--- src/rtl/dff_bank_pkg.sv ---
// Shared definitions for the arbitrated D-flip-flop register bank.
// Contents:
//   NREQ_DEF / WIDTH_DEF / NREG_DEF  default bank geometry
//   ADDR_W_DEF / ID_W_DEF            widths derived from the defaults
//   wr_stage_t                       write-stage record {vld, addr, data, id} at default geometry
package dff_bank_pkg;

  localparam int unsigned NREQ_DEF   = 4;
  localparam int unsigned WIDTH_DEF  = 8;
  localparam int unsigned NREG_DEF   = 4;
  localparam int unsigned ADDR_W_DEF = $clog2(NREG_DEF);
  localparam int unsigned ID_W_DEF   = $clog2(NREQ_DEF);

  typedef struct packed {
    logic                  vld;
    logic [ADDR_W_DEF-1:0] addr;
    logic [WIDTH_DEF-1:0]  data;
    logic [ID_W_DEF-1:0]   id;
  } wr_stage_t;

endpackage

--- src/rtl/rr_arbiter.sv ---
// Combinational round-robin arbiter.
// Ports:
//   req     in   NREQ   request vector
//   en      in   1      0 = grant nothing
//   ptr     in   ID_W   highest-priority index this cycle
//   gnt     out  NREQ   one-hot grant (all-zero if none)
//   gnt_id  out  ID_W   index of the granted requester
//   any     out  1      a grant was issued
// The priority pointer is held by the parent.
module rr_arbiter
  import dff_bank_pkg::*;
#(
  parameter int unsigned  NREQ = NREQ_DEF,
  localparam int unsigned ID_W = $clog2(NREQ)
) (
  input  logic [NREQ-1:0] req,
  input  logic            en,
  input  logic [ID_W-1:0] ptr,
  output logic [NREQ-1:0] gnt,
  output logic [ID_W-1:0] gnt_id,
  output logic            any
);

  // Walk upward from ptr modulo NREQ; the first set request wins.
  always_comb begin
    int unsigned idx;
    gnt    = '0;
    gnt_id = '0;
    any    = 1'b0;
    idx    = 0;
    for (int unsigned k = 0; k < NREQ; k++) begin
      idx = (32'(ptr) + k) % NREQ;
      if (en && !any && req[idx]) begin
        gnt[idx] = 1'b1;
        gnt_id   = ID_W'(idx);
        any      = 1'b1;
      end
    end
  end

endmodule

--- src/rtl/dff_bank_arbiter.sv ---
// Bank of NREG x WIDTH D-type registers (q and qbar) shared by NREQ write requesters.
// Round-robin grant with valid/ready, one registered write stage, combinational read.
// Ports:
//   clk, rst               clock; synchronous active-high reset
//   freeze                 1 = issue no grants; a staged write still completes
//   req_valid / req_ready  per-requester handshake, req_ready one-hot
//   req_addr / req_data    packed per-requester address and data
//   rd_addr                read address
//   rd_q / rd_qbar         bank[rd_addr] q and qbar
//   wr_done / wr_id        pulse the cycle after a bank write, with the writer's index
module dff_bank_arbiter
  import dff_bank_pkg::*;
#(
  parameter int unsigned  NREQ   = NREQ_DEF,
  parameter int unsigned  WIDTH  = WIDTH_DEF,
  parameter int unsigned  NREG   = NREG_DEF,
  localparam int unsigned ADDR_W = $clog2(NREG),
  localparam int unsigned ID_W   = $clog2(NREQ)
) (
  input  logic                   clk,
  input  logic                   rst,
  input  logic                   freeze,
  input  logic [NREQ-1:0]        req_valid,
  output logic [NREQ-1:0]        req_ready,
  input  logic [NREQ*ADDR_W-1:0] req_addr,
  input  logic [NREQ*WIDTH-1:0]  req_data,
  input  logic [ADDR_W-1:0]      rd_addr,
  output logic [WIDTH-1:0]       rd_q,
  output logic [WIDTH-1:0]       rd_qbar,
  output logic                   wr_done,
  output logic [ID_W-1:0]        wr_id
);

  // Same shape as wr_stage_t, sized by this instance's parameters.
  typedef struct packed {
    logic              vld;
    logic [ADDR_W-1:0] addr;
    logic [WIDTH-1:0]  data;
    logic [ID_W-1:0]   id;
  } stage_t;

  logic [ID_W-1:0]  ptr_q, ptr_d;
  logic [ID_W-1:0]  gnt_id;
  logic             gnt_any;
  stage_t           stage_q, stage_d;
  logic             wr_done_q;
  logic [ID_W-1:0]  wr_id_q;
  logic [WIDTH-1:0] bank_q    [NREG];
  logic [WIDTH-1:0] bank_qbar [NREG];

  // Grant depends only on valid, pointer, freeze and rst; never on ready itself.
  rr_arbiter #(
    .NREQ (NREQ)
  ) u_arb (
    .req    (req_valid),
    .en     (~freeze & ~rst),
    .ptr    (ptr_q),
    .gnt    (req_ready),
    .gnt_id (gnt_id),
    .any    (gnt_any)
  );

  // Any grant is a transfer, since grants only go to asserted valids.
  always_comb begin
    ptr_d       = ptr_q;
    stage_d     = stage_q;
    stage_d.vld = gnt_any;
    if (gnt_any) begin
      ptr_d        = (gnt_id == ID_W'(NREQ - 1)) ? '0 : gnt_id + 1'b1;
      stage_d.addr = req_addr[int'(gnt_id) * ADDR_W +: ADDR_W];
      stage_d.data = req_data[int'(gnt_id) * WIDTH +: WIDTH];
      stage_d.id   = gnt_id;
    end
  end

  always_ff @(posedge clk) begin
    if (rst) begin
      ptr_q     <= '0;
      stage_q   <= '0;
      wr_done_q <= 1'b0;
      wr_id_q   <= '0;
      for (int unsigned i = 0; i < NREG; i++) begin
        bank_q[i]    <= '0;
        bank_qbar[i] <= '1;
      end
    end else begin
      ptr_q     <= ptr_d;
      stage_q   <= stage_d;
      wr_done_q <= stage_q.vld;
      if (stage_q.vld) begin
        wr_id_q <= stage_q.id;
      end
      // Out-of-range addresses still report completion but touch no register.
      if (stage_q.vld && (32'(stage_q.addr) < NREG)) begin
        bank_q[stage_q.addr]    <= stage_q.data;
        bank_qbar[stage_q.addr] <= ~stage_q.data;
      end
    end
  end

  always_comb begin
    rd_q    = '0;
    rd_qbar = '1;
    if (32'(rd_addr) < NREG) begin
      rd_q    = bank_q[rd_addr];
      rd_qbar = bank_qbar[rd_addr];
    end
  end

  assign wr_done = wr_done_q;
  assign wr_id   = wr_id_q;

endmodule

--- config.mk ---
export PLATFORM = sky130hd
export DESIGN_NAME = dff_bank_arbiter
export DESIGN_NICKNAME = d
export VERILOG_FILES = /design/src/rtl/dff_bank_pkg.sv /design/src/rtl/rr_arbiter.sv /design/src/rtl/dff_bank_arbiter.sv
export SDC_FILE = /design/constraint.sdc
export NUM_CORES = 1
export LEC_CHECK = 0
export ABC_CLOCK_PERIOD_IN_PS = 2650
export CAP_MARGIN = 20
export CORE_MARGIN = 3
export CORE_UTILIZATION = 25
export CTS_BUF_LIST = sky130_fd_sc_hd__clkbuf_8 sky130_fd_sc_hd__clkbuf_16
export CTS_CLUSTER_SIZE = 14
export DETAILED_ROUTE_END_ITERATION = 8
export GPL_ROUTABILITY_DRIVEN = 0
export GPL_TIMING_DRIVEN = 0
export PLACE_DENSITY = 0.5
export SETUP_SLACK_MARGIN = 0.15
export SKIP_LAST_GASP = 1
export SLEW_MARGIN = 15
export SYNTH_ARGS = -nofsm -noshare
export SYNTH_HDL_FRONTEND = slang
export SYNTH_SLANG_ARGS = --single-unit
--- constraint.sdc ---
create_clock -name clk -period 2.65 [get_ports clk]
set_clock_uncertainty 0.2 [all_clocks]
set_input_delay 0.53 -clock clk [delete_from_list [all_inputs] [get_ports clk]]
set_output_delay 0.53 -clock clk [all_outputs]
set_load 0.02 [all_outputs]
==> impl_metrics.csv, run 1 <==
group,metric,value,unit
logic_synthesis,syn_area,3880,sq um
pwr,power.density,582,nW/um^2
floorplanning,dieArea,17100,sq um
finish,diodes,0,
logic_synthesis,yosys.area_share.simple,10.0,%
pwr,p_leak,2.02,nW
logic_synthesis,synthTopCellsByCount,"edfxtp_1, inv_1, nand2_1",
drt,wl_per_cell,16.4,um
logic_synthesis,synthArstFlopShare,0,%
logic_synthesis,synth_edf_count,64,
global_routing,grt_pass1_wl,14.7,mm
pwr,max-vdd-ir-drop,385,uV
sta,grt_setup_unrepaired,"yes",
sta,relSlewSlack,54.8,%
logic_synthesis,yosys.area.top_type_share,49.5,%
logic_synthesis,ys_ff_latch,82,
floorplanning,dieHeight,131,um
sta,fmax,326,MHz
drt,ant_nets,0,
clocking,cts_tree,"yes",
worst_setup_path,crit_fanout,4,
logic_synthesis,synth_top_family_by_area,"multiplexers",
logic_synthesis,netlist_instances,290,
logic_synthesis,synthTopCellsByArea,"edfxtp_1, mux4_2, dfxtp_1",
finish,final_util,37.3,%
logic_synthesis,muxShareOfSynthArea,17.5,%
drt,drt_wl_total,9.44,mm
logic_synthesis,synth_nets,343,
worst_setup_path,critPathKind,"flip-flop to output pin",
clocking,cts_max_level,3,
logic_synthesis,synth_top_cell_by_area,"edfxtp_1",
drt,via_per_inst,4.51,
floorplanning,row_count,44,
finish,area_delta_synth_final,42.5,%
floorplanning,coreArea,14900,sq um
floorplanning,fp.dieW,131,um
placement,placedInstanceArea,4840,sq um
drt,drtIter0Drc,138,
logic_synthesis,synth_xor_area_share,0.225,%
finish,drive_gt1_share,26.7,%
sta,worst_slack,-0.420,ns
placement,io_buffers,69,
drt,via_count,2605,
logic_synthesis,seq_area_frac_synth,58.7,%
clocking,cts_buffers,9,
worst_setup_path,cp.arrival,2.34,ns
logic_synthesis,synth.distinct_cells,35,
outcome,violations,"setup timing",
job,maxCapViolCount,0,
hold_path,min-delay-path-class,"flip-flop to flip-flop",
global_routing,grt_use_total,11.4,%
floorplanning,io_pins,72,
worst_setup_path,crit_required,1.92,ns
global_routing,antenna_found_initial,0,
drt,route.detailed.drc,0,
placement,place_hpwl,6.61,mm
floorplanning,start_util,26.1,%
sta,finalHoldViolations,0,
logic_synthesis,yosysMostFrequentCell,"edfxtp_1",
drt,firstDrtPassIters,5,
clocking,clockBufferDepth,2,
global_routing,grt_max_degree,17,
clocking,cts_sinks,82,
clocking,clk_latency,0.33,ns
worst_setup_path,endpoint_kind,"output pin",
clocking,clockRootBuffer,"clkbuf_16",
sta,whs,0.268,ns
global_routing,grt_overflow,0,
outcome,outcome,"finished, violations left",
sta,period_needed,3.07,ns
finish,final_area,5540,sq um
sta,post-route-period-util,116,%
sta,tightestPinTransition,0.675,ns
finish,nets,441,
global_routing,grt_pass1_vias,2834,
logic_synthesis,syn_avg_cell_area,13.4,sq um
logic_synthesis,synthAdderAreaFrac,1.29,%
clocking,clkSlewWorstSetupHoldPaths,0.06,ns
sta,drv_slew,0,
worst_setup_path,worstSetupStartpointType,"flip-flop",
clocking,cts_hold_buffers,0,
logic_synthesis,synth_compound_area_share,6.63,%
logic_synthesis,ys.flop_type,"edfxtp_1",
sta,finalSetupViolCount,15,
logic_synthesis,synth_warnings,0,
## metrics by stage
step                setup TNS (ns)  power [mW]  cells  worst slack (ns)
floorplan                        0        1.75    290            0.0167
global placement            -53.60        1.94    543             -1.28
detailed placement          -40.72        1.95    543            -0.863
CTS                          -3.84        3.24    573            -0.416
global route                 -5.72        3.36    577            -0.507
finish                       -4.16        3.23    577            -0.420
## sequential cells by signal (all words and copies together), names as in the netlist
register	cells
bank_q	32
bank_qbar	32
ptr_q	2
stage_q	13
wr_done	1
wr_id	2
## report_power, final
part	switching, mW	total [mW]	leakage (nW)	internal, mW
Clock	0.486	1.21	0.137	0.726
Combinational	0.248	0.529	1.18	0.281
Sequential	0.0394	1.48	0.705	1.44
Total	0.774	3.23	2.02	2.45
## critical path: stages, from the launching register on
cell	delay, ns
dfxtp_2	0.35
buf_8	0.11
inv_8	0.03
ha_4	0.26
mux4_2	0.56
nor2_4	0.12
a21boi_4	0.26
a22oi_2	0.11
nand2_2	0.10
buf_6	0.11
## layout make-up
cell class	count	area, sq um
multi-input combinational	159	1580
inverter	36	143
timing repair buffer	87	867
tap	184	230
clock inverter	7	70.1
fill	1446	9330
sequential	82	2290
clock buffer	9	225
buffer	13	135
## worst paths after layout
check / depth (start not counted) / slack [ns] / end / from
min reg2reg: 2 / 0.27 / stage_q[1]$_SDFFE_PP0P_ / stage_q[1]$_SDFFE_PP0P_
max: 9 / -0.42 / req_ready[1] / ptr_q[0]$_SDFFE_PP0P_
min: 2 / 0.27 / stage_q[1]$_SDFFE_PP0P_ / stage_q[1]$_SDFFE_PP0P_
max reg2reg: 15 / -0.30 / stage_q[7]$_SDFFE_PP0P_ / ptr_q[0]$_SDFFE_PP0P_
## routing by layer
layer / track usage [%] / part of all wire (%)
met5: 0 / 0
met4: 4.30 / 1.3
met3: 2.07 / 4.9
met2: 20.2 / 54
met1: 13.7 / 40
## kinds of logic (layout without fill, tap and decap cells)
group / count (synthesis) / in the layout
AO/OA/AOI/OAI: 31 / 31
adder cells (fa/ha/maj): 4 / 4
multiplexers: 46 / 46
buffers and inverters: 49 / 152
XOR/XNOR: 1 / 1
flip-flops: 82 / 82
AND/OR/NAND/NOR: 77 / 77
## cells in the final DEF, fill, tap and decap left out, types with 3 or more instances in the layout
cell	n
dlymetal6s2s_1	3
buf_4	12
dlygate4sd2_1	11
and2_1	24
inv_1	35
o221ai_2	3
or2_4	3
edfxtp_1	64
ha_1	3
a22oi_2	4
nand2_2	4
a21oi_1	3
dfxtp_1	16
mux2i_4	5
mux2i_1	16
mux4_2	17
clkbuf_16	9
nor2_1	8
buf_6	11
mux2i_2	6
nand2_1	24
a22oi_1	4
nor3_1	3
buf_12	3
clkdlybuf4s50_1	49
clkbuf_2	3
o221ai_1	8
## repair_timing
item,4_1_cts,5_1_grt
buffers inserted,13,3
setup endpoints to repair,98,39
gates resized for setup,81,23
pin swaps,9,9
cloned,1,1
Power figures use the tool's default switching activity.
==> run 2, diff against run 1 <==
--- a/config.mk
+++ b/config.mk
@@ -5,6 +5,7 @@
 export SDC_FILE = /design/constraint.sdc
 export NUM_CORES = 1
 export LEC_CHECK = 0
+export ABC_AREA = 1
 export ABC_CLOCK_PERIOD_IN_PS = 2650
 export CAP_MARGIN = 20
 export CORE_MARGIN = 3
@@ -14,7 +15,7 @@
 export DETAILED_ROUTE_END_ITERATION = 8
 export GPL_ROUTABILITY_DRIVEN = 0
 export GPL_TIMING_DRIVEN = 0
-export PLACE_DENSITY = 0.5
+export PLACE_DENSITY = 0.49
 export SETUP_SLACK_MARGIN = 0.15
 export SKIP_LAST_GASP = 1
 export SLEW_MARGIN = 15
==> impl_metrics.csv, run 2 <==
group,metric,value,unit
outcome,outcome,"finished, violations left",
outcome,violations,"setup timing",
placement,place_hpwl,8.07,mm
pwr,power.density,904,nW/um^2
worst_setup_path,crit_fanout,5,
finish,multi_input_area,1760,sq um
clocking,cts_buffers,9,
pwr,switching_share,36.8,%
sta,post-route-period-util,101,%
global_routing,grt_overflow,0,
logic_synthesis,synth_warnings,0,
clocking,cts_hold_buffers,0,
pwr,switchingPower,2.00,mW
floorplanning,io_pins,72,
sta,finalHoldViolations,0,
hold_path,min_delay_path_depth,2,
clocking,cts_sinks,82,
global_routing,grt_use_total,12.5,%
sta,drv_slew,0,
finish,fillers,1740,
sta,finalSetupViolCount,1,
worst_setup_path,crit_required,1.92,ns
worst_setup_path,r2r-start,"ptr_q[0]$_SDFFE_PP0P_",
placement,placed_cells,784,
drt,drtIter0Drc,157,
clocking,cts_tree,"yes",
clocking,clockBufferDepth,2,
hold_path,hp-start,"stage_q[0]$_SDFFE_PP0P_",
pwr,p_total,5.43,mW
logic_synthesis,ys.flop_type,"edfxtp_1",
placement,io_buffers,71,
logic_synthesis,synth_top_cell_by_area,"edfxtp_1",
floorplanning,fp.dieW,137,um
finish,diodes,0,
clocking,clockRootBuffer,"clkbuf_16",
pwr,p_comb_share,43.8,%
clocking,clk_latency,0.33,ns
finish,final_util,36.0,%
floorplanning,row_count,47,
sta,fmax,375,MHz
pwr,p_clk_share,23.4,%
worst_setup_path,worst_r2r_path_depth,17,
drt,via_count,3561,
clocking,clkSlewWorstSetupHoldPaths,0.06,ns
pwr,p_seq_share,32.9,%
pwr,p_leak,2.26,nW
floorplanning,coreArea,16700,sq um
worst_setup_path,critPathKind,"flip-flop to output pin",
finish,reg.largest.list,"bank_q: 32 flops, bank_qbar: 32 flops, stage_q: 13 flops",
logic_synthesis,synthTopCellsByArea,"edfxtp_1, nor2_1, dfxtp_1",
logic_synthesis,synthArstFlopShare,0,%
pwr,p_int,3.44,mW
floorplanning,dieHeight,137,um
logic_synthesis,netlist_instances,492,
hold_path,min_to,"wr_id[0]$_SDFFE_PP0P_",
pwr,max-vdd-ir-drop,432,uV
floorplanning,dieArea,18800,sq um
finish,area_delta_synth_final,39.7,%
drt,ant_nets,0,
worst_setup_path,reg2reg_to,"ptr_q[1]$_SDFFE_PP0P_",
global_routing,grt_max_degree,17,
sta,period_needed,2.67,ns
sta,worst_slack,-0.0179,ns
drt,via_per_inst,4.36,
drt,route.detailed.drc,0,
floorplanning,start_util,25.7,%
sta,grt_setup_unrepaired,"yes",
drt,firstDrtPassIters,4,
clocking,cts_max_level,3,
finish,drive_gt1_share,22.4,%
logic_synthesis,synth_nets,545,
hold_path,min-delay-path-class,"flip-flop to flip-flop",
logic_synthesis,yosysMostFrequentCell,"nor2_1",
logic_synthesis,ys_ff_latch,82,
drt,wl_per_cell,14.1,um
finish,register_area,2290,sq um
worst_setup_path,r2r_slack,0.13,ns
global_routing,grt_pass1_vias,3598,
finish,most-common-layout-cells,"nor2_1, inv_1, edfxtp_1",
global_routing,grt_pass1_wl,18.3,mm
logic_synthesis,seq_area_frac_synth,53.1,%
worst_setup_path,cp.arrival,1.94,ns
logic_synthesis,synthTopCellsByCount,"nor2_1, inv_1, edfxtp_1",
worst_setup_path,worstSetupStartpointType,"flip-flop",
logic_synthesis,synth.distinct_cells,31,
drt,drt_wl_total,11.5,mm
logic_synthesis,synth_edf_count,64,
job,maxCapViolCount,0,
finish,final_cell_count_no_fill,817,
logic_synthesis,syn_avg_cell_area,8.74,sq um
worst_setup_path,endpoint_kind,"output pin",
finish,nets,645,
global_routing,antenna_found_initial,0,
sta,relSlewSlack,51.5,%
logic_synthesis,yosys.area.top_type_share,44.7,%
sta,tightestPinTransition,0.728,ns
finish,final_common_cell,"nor2_1",
logic_synthesis,syn_area,4300,sq um
-- run 2: cell types whose count changed after synthesis, sizes merged, moves of 17 or more --
cell,delta
and2,-24
inv,+45
mux2i,-27
mux4,-17
nand2,+33
nand3,+52
nor2,+92
o21ai,+52
o22ai,+20
-- run 2: critical path: stages, from the launching register on --
cell	delay [ns]
dfxtp_2	0.34
buf_6	0.12
inv_8	0.03
ha_4	0.24
inv_4	0.07
nand3_4	0.10
nand2_4	0.10
nand3_4	0.08
nor2_4	0.19
a21oi_2	0.08
o21ai_1	0.09
buf_4	0.16
-- run 2: through the flow --
step / setup WS (ns) / hold slack, ns / setup TNS [ns] / instance area [sq um]
4_1_cts: -0.00803 / 0.280 / -0.00803 / 5840
5_1_grt: -0.104 / 0.331 / -0.430 / 6010
2_1_floorplan: 0.0637 / 0.251 / 0 / 4310
3_3_place_gp: -0.883 / 0.269 / -58.32 / 5290
3_5_place_dp: -0.913 / 0.272 / -58.65 / 5310
6_report: -0.0179 / 0.271 / -0.0179 / 6010
-- run 2: power by group through the flow --
stage	registers [mW]	logic [mW]	clock network, mW
finish	1.79	2.38	1.27
global route	1.81	2.65	1.35
CTS	1.79	2.16	1.29
detailed placement	1.82	1.98	0
global placement	1.81	1.93	0
floorplan	1.80	1.37	0
-- run 2: layer usage --
metal	up-vias	wire, um	global-route usage (%)
met5	-	0	0
met4	0	124	3.33
met3	10	585	2.57
met2	108	5270	19.8
met1	1621	5560	17.4
li1	1822	-	-
-- run 2: layout make-up --
class | instances | area share [%]
Clock buffer | 9 | 3.75
Clock inverter | 7 | 1.33
Buffer | 21 | 3.25
Timing Repair Buffer | 89 | 14.1
Inverter | 84 | 5.56
Multi-Input combinational cell | 305 | 29.3
Tap cell | 220 | 4.58
Sequential cell | 82 | 38.1
-- run 2: how the worst max path moves through the flow --
| stage | from | to | depth (start not counted) |
|---|---|---|---|
| 2_1_floorplan | ptr_q[0]$_SDFFE_PP0P_ | req_ready[0] | 8 |
| 3_3_place_gp | rd_addr[1] | rd_qbar[6] | 6 |
| 3_5_place_dp | rd_addr[1] | rd_q[6] | 6 |
| 4_1_cts | ptr_q[0]$_SDFFE_PP0P_ | req_ready[1] | 11 |
| 5_1_grt | ptr_q[0]$_SDFFE_PP0P_ | req_ready[1] | 10 |
| 6_report | ptr_q[0]$_SDFFE_PP0P_ | req_ready[1] | 11 |
-- run 2: logic make-up after synthesis --
logic type / count (synthesis) / share of synthesized area (%)
DFF: 82 / 53.1
buffers and inverters: 105 / 10.4
and+or+nand+nor: 218 / 24.5
AOI/OAI and AO/OA: 83 / 10.9
adders and majority gates: 4 / 1.16
-- run 2: repair_timing --
action / 4_1_cts / 5_1_grt
cloned: 0 / 3
endpoints found under the setup margin: 95 / 62
gates resized for setup: 128 / 38
pin swaps: 17 / 9
buffers inserted: 10 / 4
==> patch 1: new RTL, flow settings as in run 1 <==
`NREG_DEF`: 4 -> 8.
--- a/src/rtl/dff_bank_pkg.sv
+++ b/src/rtl/dff_bank_pkg.sv
@@ -7,7 +7,7 @@
 
   localparam int unsigned NREQ_DEF   = 4;
   localparam int unsigned WIDTH_DEF  = 8;
-  localparam int unsigned NREG_DEF   = 4;
+  localparam int unsigned NREG_DEF   = 8;
   localparam int unsigned ADDR_W_DEF = $clog2(NREG_DEF);
   localparam int unsigned ID_W_DEF   = $clog2(NREQ_DEF);
 
Interface: changed (resized rd_addr and req_addr); port bits go from 72 to 77. No check against the original RTL was run, so the function may have changed too.
==> patch 1 against run 1 <==
The flow still finishes with violations (negative setup slack); area after synthesis increased by 77%; setup slack improved by 0.043 ns; count of clock-buffer cells in the layout is 8 higher; sequential cell count grew 65; final area is 74% higher; register-to-register slack gained 0.11 ns; routed wire length rose by 88%; die area up 73%; clock power grew 100%; non-clock buffer count up 37; total power grew 82%; largest power group unchanged.
==> patch 1: results <==
{
  "ys_seq_area_share_pct": 61.6,
  "setup_ws_ns": -0.377,
  "drive_gt1_share_pct": 35.1,
  "synthTopCellsByCount": "edfxtp_1 (128), inv_1 (68), and2_1 (43)",
  "cts_setup_buffers": 14,
  "synth_edf_count": 128,
  "crit_fanout": 6,
  "ff2ff_setup_slack_ns": -0.19,
  "synthTopCellsByArea": "edfxtp_1 (56%), mux4_2 (11%), dfxtp_1 (5.5%), and2_1 (3.9%), inv_1 (3.7%)",
  "io_buffers": 74,
  "finalSetupViolCount": 16,
  "status": "finished, violations left",
  "clk-insertion-delay-late_ns": 0.42,
  "critPathTopFamily": "buffers and inverters",
  "grt_first_pass_wirelength_mm": 26.9,
  "startpoint": "req_valid[1]",
  "tns_ns": -3.21,
  "routed_via_density": 4.49,
  "grt_pass1_vias": 4822,
  "htree_num_levels": 4,
  "dp.cells": 908,
  "yosysUniqueCellTypes": 36,
  "reg.largest.list": "bank_q (64), bank_qbar (64), stage_q (14)",
  "syn-num-nets": 551,
  "violations": "negative setup slack",
  "min_from": "stage_q[0]",
  "dr.pass1.iters": 4,
  "fin_nets": 686
}
[patch 1: metal layers]
layer  vias up  wire (um)
met2       151       8640
met3        16       1430
li1       2081          -
met1      2158       7360
met5         -          0
met4         0        288
[patch 1: report_power, final]
| part | total [uW] | switching, uW | internal, uW |
|---|---|---|---|
| Sequential | 2650 | 63.2 | 2590 |
| Combinational | 782 | 371 | 411 |
| Clock | 2440 | 890 | 1550 |
| Total | 5870 | 1320 | 4540 |
[patch 1: cell type report]
class | count | area (sq um) | area share [%]
Buffer | 22 | 239 | 2.48
Clock buffer | 17 | 425 | 4.42
Clock inverter | 15 | 170 | 1.77
Inverter | 68 | 263 | 2.73
Multi-Input combinational cell | 257 | 2650 | 27.6
Sequential cell | 147 | 4230 | 43.9
Tap cell | 341 | 427 | 4.43
Timing Repair Buffer | 115 | 1220 | 12.7
[patch 1: cells by family after synthesis]
kind of cell	share of synthesized area, %
flops	61.6
simple gates	10.3
buf+inv	5.18
mux	17.1
compound gates	4.98
fa+ha+maj	0.730
xor+xnor	0.128
==> patch 2: new RTL, config.mk and constraints of run 1 <==
Made on the original files. Reset style: asynchronous (`rst`), changed in one clocked block. Comments in the files are not updated.
--- a/src/rtl/dff_bank_arbiter.sv
+++ b/src/rtl/dff_bank_arbiter.sv
@@ -73,7 +73,7 @@
     end
   end
 
-  always_ff @(posedge clk) begin
+  always_ff @(posedge clk or posedge rst) begin
     if (rst) begin
       ptr_q     <= '0;
       stage_q   <= '0;
Behaviour: differs if rst is asserted again (counterexample within 4 cycles, from zero or initial values and one cycle with rst high); with rst held inactive, the same outputs for 4 cycles.
==> patch 2 against run 1 <==
The flow still finishes with violations (negative setup slack); area after synthesis rose by 6.1%; setup slack worse by 0.086 ns; sequential cell count unchanged; global-route usage is 0.60 points higher; first-iteration DRC count down 31%; final area increased by 6.7%; via count up 16%; die area rose by 5.8%; maximum frequency decreased by 2.7%; routed wire length increased by 12%; count of clock-buffer cells in the layout up 1.
Power is not compared: it rests on default switching activity, and its combinational part moved more than twofold at a synthesized area within 25%.
==> patch 2: results <==
{
  "status": "finished, violations left",
  "yosysUniqueCellTypes": 37,
  "grt_pass1_vias": 3218,
  "dp_slack_ns": -1.35,
  "syn-num-nets": 385,
  "drive_gt1_share_pct": 40.3,
  "synthTopCellsByArea": "dfrtp_1 (30%), dfstp_2 (20%), mux4_2 (9.8%), mux2_2 (9.6%), mux2i_1 (5.8%)",
  "grt_max_degree": 36,
  "max_stage_delay_ns": 0.42,
  "dr.pass1.iters": 5,
  "synthMuxAreaShare_pct": 25.2,
  "drt_iter0_drc": 95,
  "dp.cells": 617,
  "routed_wl_mm": 10.6,
  "io_buffers": 67,
  "ys_async_sr_fraction_pct": 100,
  "avgSynthCellArea_sq_um": 12.4,
  "crit_arrival_ns": 2.43,
  "hpwl_mm": 7.39,
  "finalSetupViolCount": 14,
  "critPathTopFamily": "compound AO/OA/AOI/OAI gates",
  "coreArea_sq_um": 16000,
  "synthXorXnorAreaFrac_pct": 0.213,
  "synth_fa_ha_area_share_pct": 1.21,
  "routed_via_density": 4.66,
  "nFillCells": 1563,
  "crit_fanout": 5,
  "clk_path_buf_depth": 2,
  "synthFlopType": "dfrtp_1",
  "cpMaxStageDelayCell": "dfrtp_2",
  "grt_first_pass_wirelength_mm": 17.1,
  "synth_compound_area_share_pct": 10.7,
  "synthTopCellsByCount": "dfrtp_1 (50), mux2_2 (35), dfstp_2 (32)",
  "violations": "negative setup slack",
  "vias": 3019,
  "fin_nets": 480,
  "synth_warnings": 0,
  "setup_ws_ns": -0.506,
  "clk-insertion-delay-late_ns": 0.33,
  "worstMarginPinSlew_ns": 0.734,
  "grt_usage_pct": 12.0,
  "ys_seq_area_share_pct": 50.8
}
==> patch 2: cell count changes in the layout (fill, tap and decap cells not counted), moves of 7 or more <==
cell,delta
mux2_2,+34
edfxtp_1,-64
a21oi_1,+7
dfxtp_1,-16
and2_1,-24
clkbuf_1,+7
o21ai_0,+21
inv_1,-27
nor2_1,+19
dfstp_2,+32
o221ai_1,-8
dfrtp_1,+48
==> patch 2: final timing paths <==
check                                   start             to  slack [ns]  cells past startpoint
max in group asynchronous                 rst  bank_qbar[18]        1.25                      3
min in group asynchronous                 rst       ptr_q[1]        0.43                      2
worst max register to register       ptr_q[0]     stage_q[8]       -0.18                     13
worst min register to register  bank_qbar[15]  bank_qbar[15]        0.27                      2
worst min-delay path            bank_qbar[15]  bank_qbar[15]        0.27                      2
worst max-delay path                 ptr_q[0]   req_ready[2]       -0.51                     11
==> patch 2: worst min-delay path: cells and delay by family, from the launching register on <==
kind     cells  cell delay [ns]
flops        1             0.36
buf+inv      1             0.04
mux          1             0.06
==> patch 2: cell type report <==
cell class | instances | area share (%)
inverter | 9 | 0.720
sequential | 82 | 35.4
tap | 216 | 4.57
buffer | 25 | 3.81
multi-input combinational | 216 | 35.1
clock buffer | 10 | 4.04
clock inverter | 6 | 1.80
timing repair buffer | 84 | 14.5
==> patch 2: per-layer routing <==
| layer | vias up | wire length [um] | global-route usage (%) |
|---|---|---|---|
| met5 | - | 0 | 0 |
| met4 | 0 | 83 | 2.38 |
| met2 | 85 | 5110 | 20.1 |
| met1 | 1504 | 4960 | 15.7 |
| li1 | 1423 | - | - |
| met3 | 7 | 457 | 3.19 |
==> patch 2: cells by family (layout without fill, tap and decap cells) <==
kind of cell | count (synthesis) | count (layout)
AOI/OAI and AO/OA | 67 | 67
xor gates and xnor gates | 1 | 1
adders and majority gates | 4 | 4
buffers and inverters | 34 | 134
DFF | 82 | 82
muxes | 77 | 77
and+or+nand+nor | 67 | 67
==> patch 2: through the flow <==
step	TNS (ns)	instance area [sq um]
3_3_place_gp	-17.77	5130
3_5_place_dp	-18.37	5170
2_1_floorplan	-0.741	4190
5_1_grt	-4.85	5910
4_1_cts	-3.55	5610
6_report	-3.54	5910
==> patch 2: report_power, final <==
part / internal (uW) / switching [uW] / leakage [uW] / total, uW
sequential: 2000 / 412 / 0.000919 / 2420
clock: 941 / 481 / 0.000170 / 1420
combinational: 1430 / 1220 / 0.00127 / 2660
total: 4380 / 2120 / 0.00236 / 6490
==> patch 2: repair_timing <==
action / CTS / global route
cloned: 0 / 2
pin swaps: 3 / 4
buffers inserted: 6 / 7
endpoints found under the setup margin: 39 / 24
gates resized for setup: 55 / 46
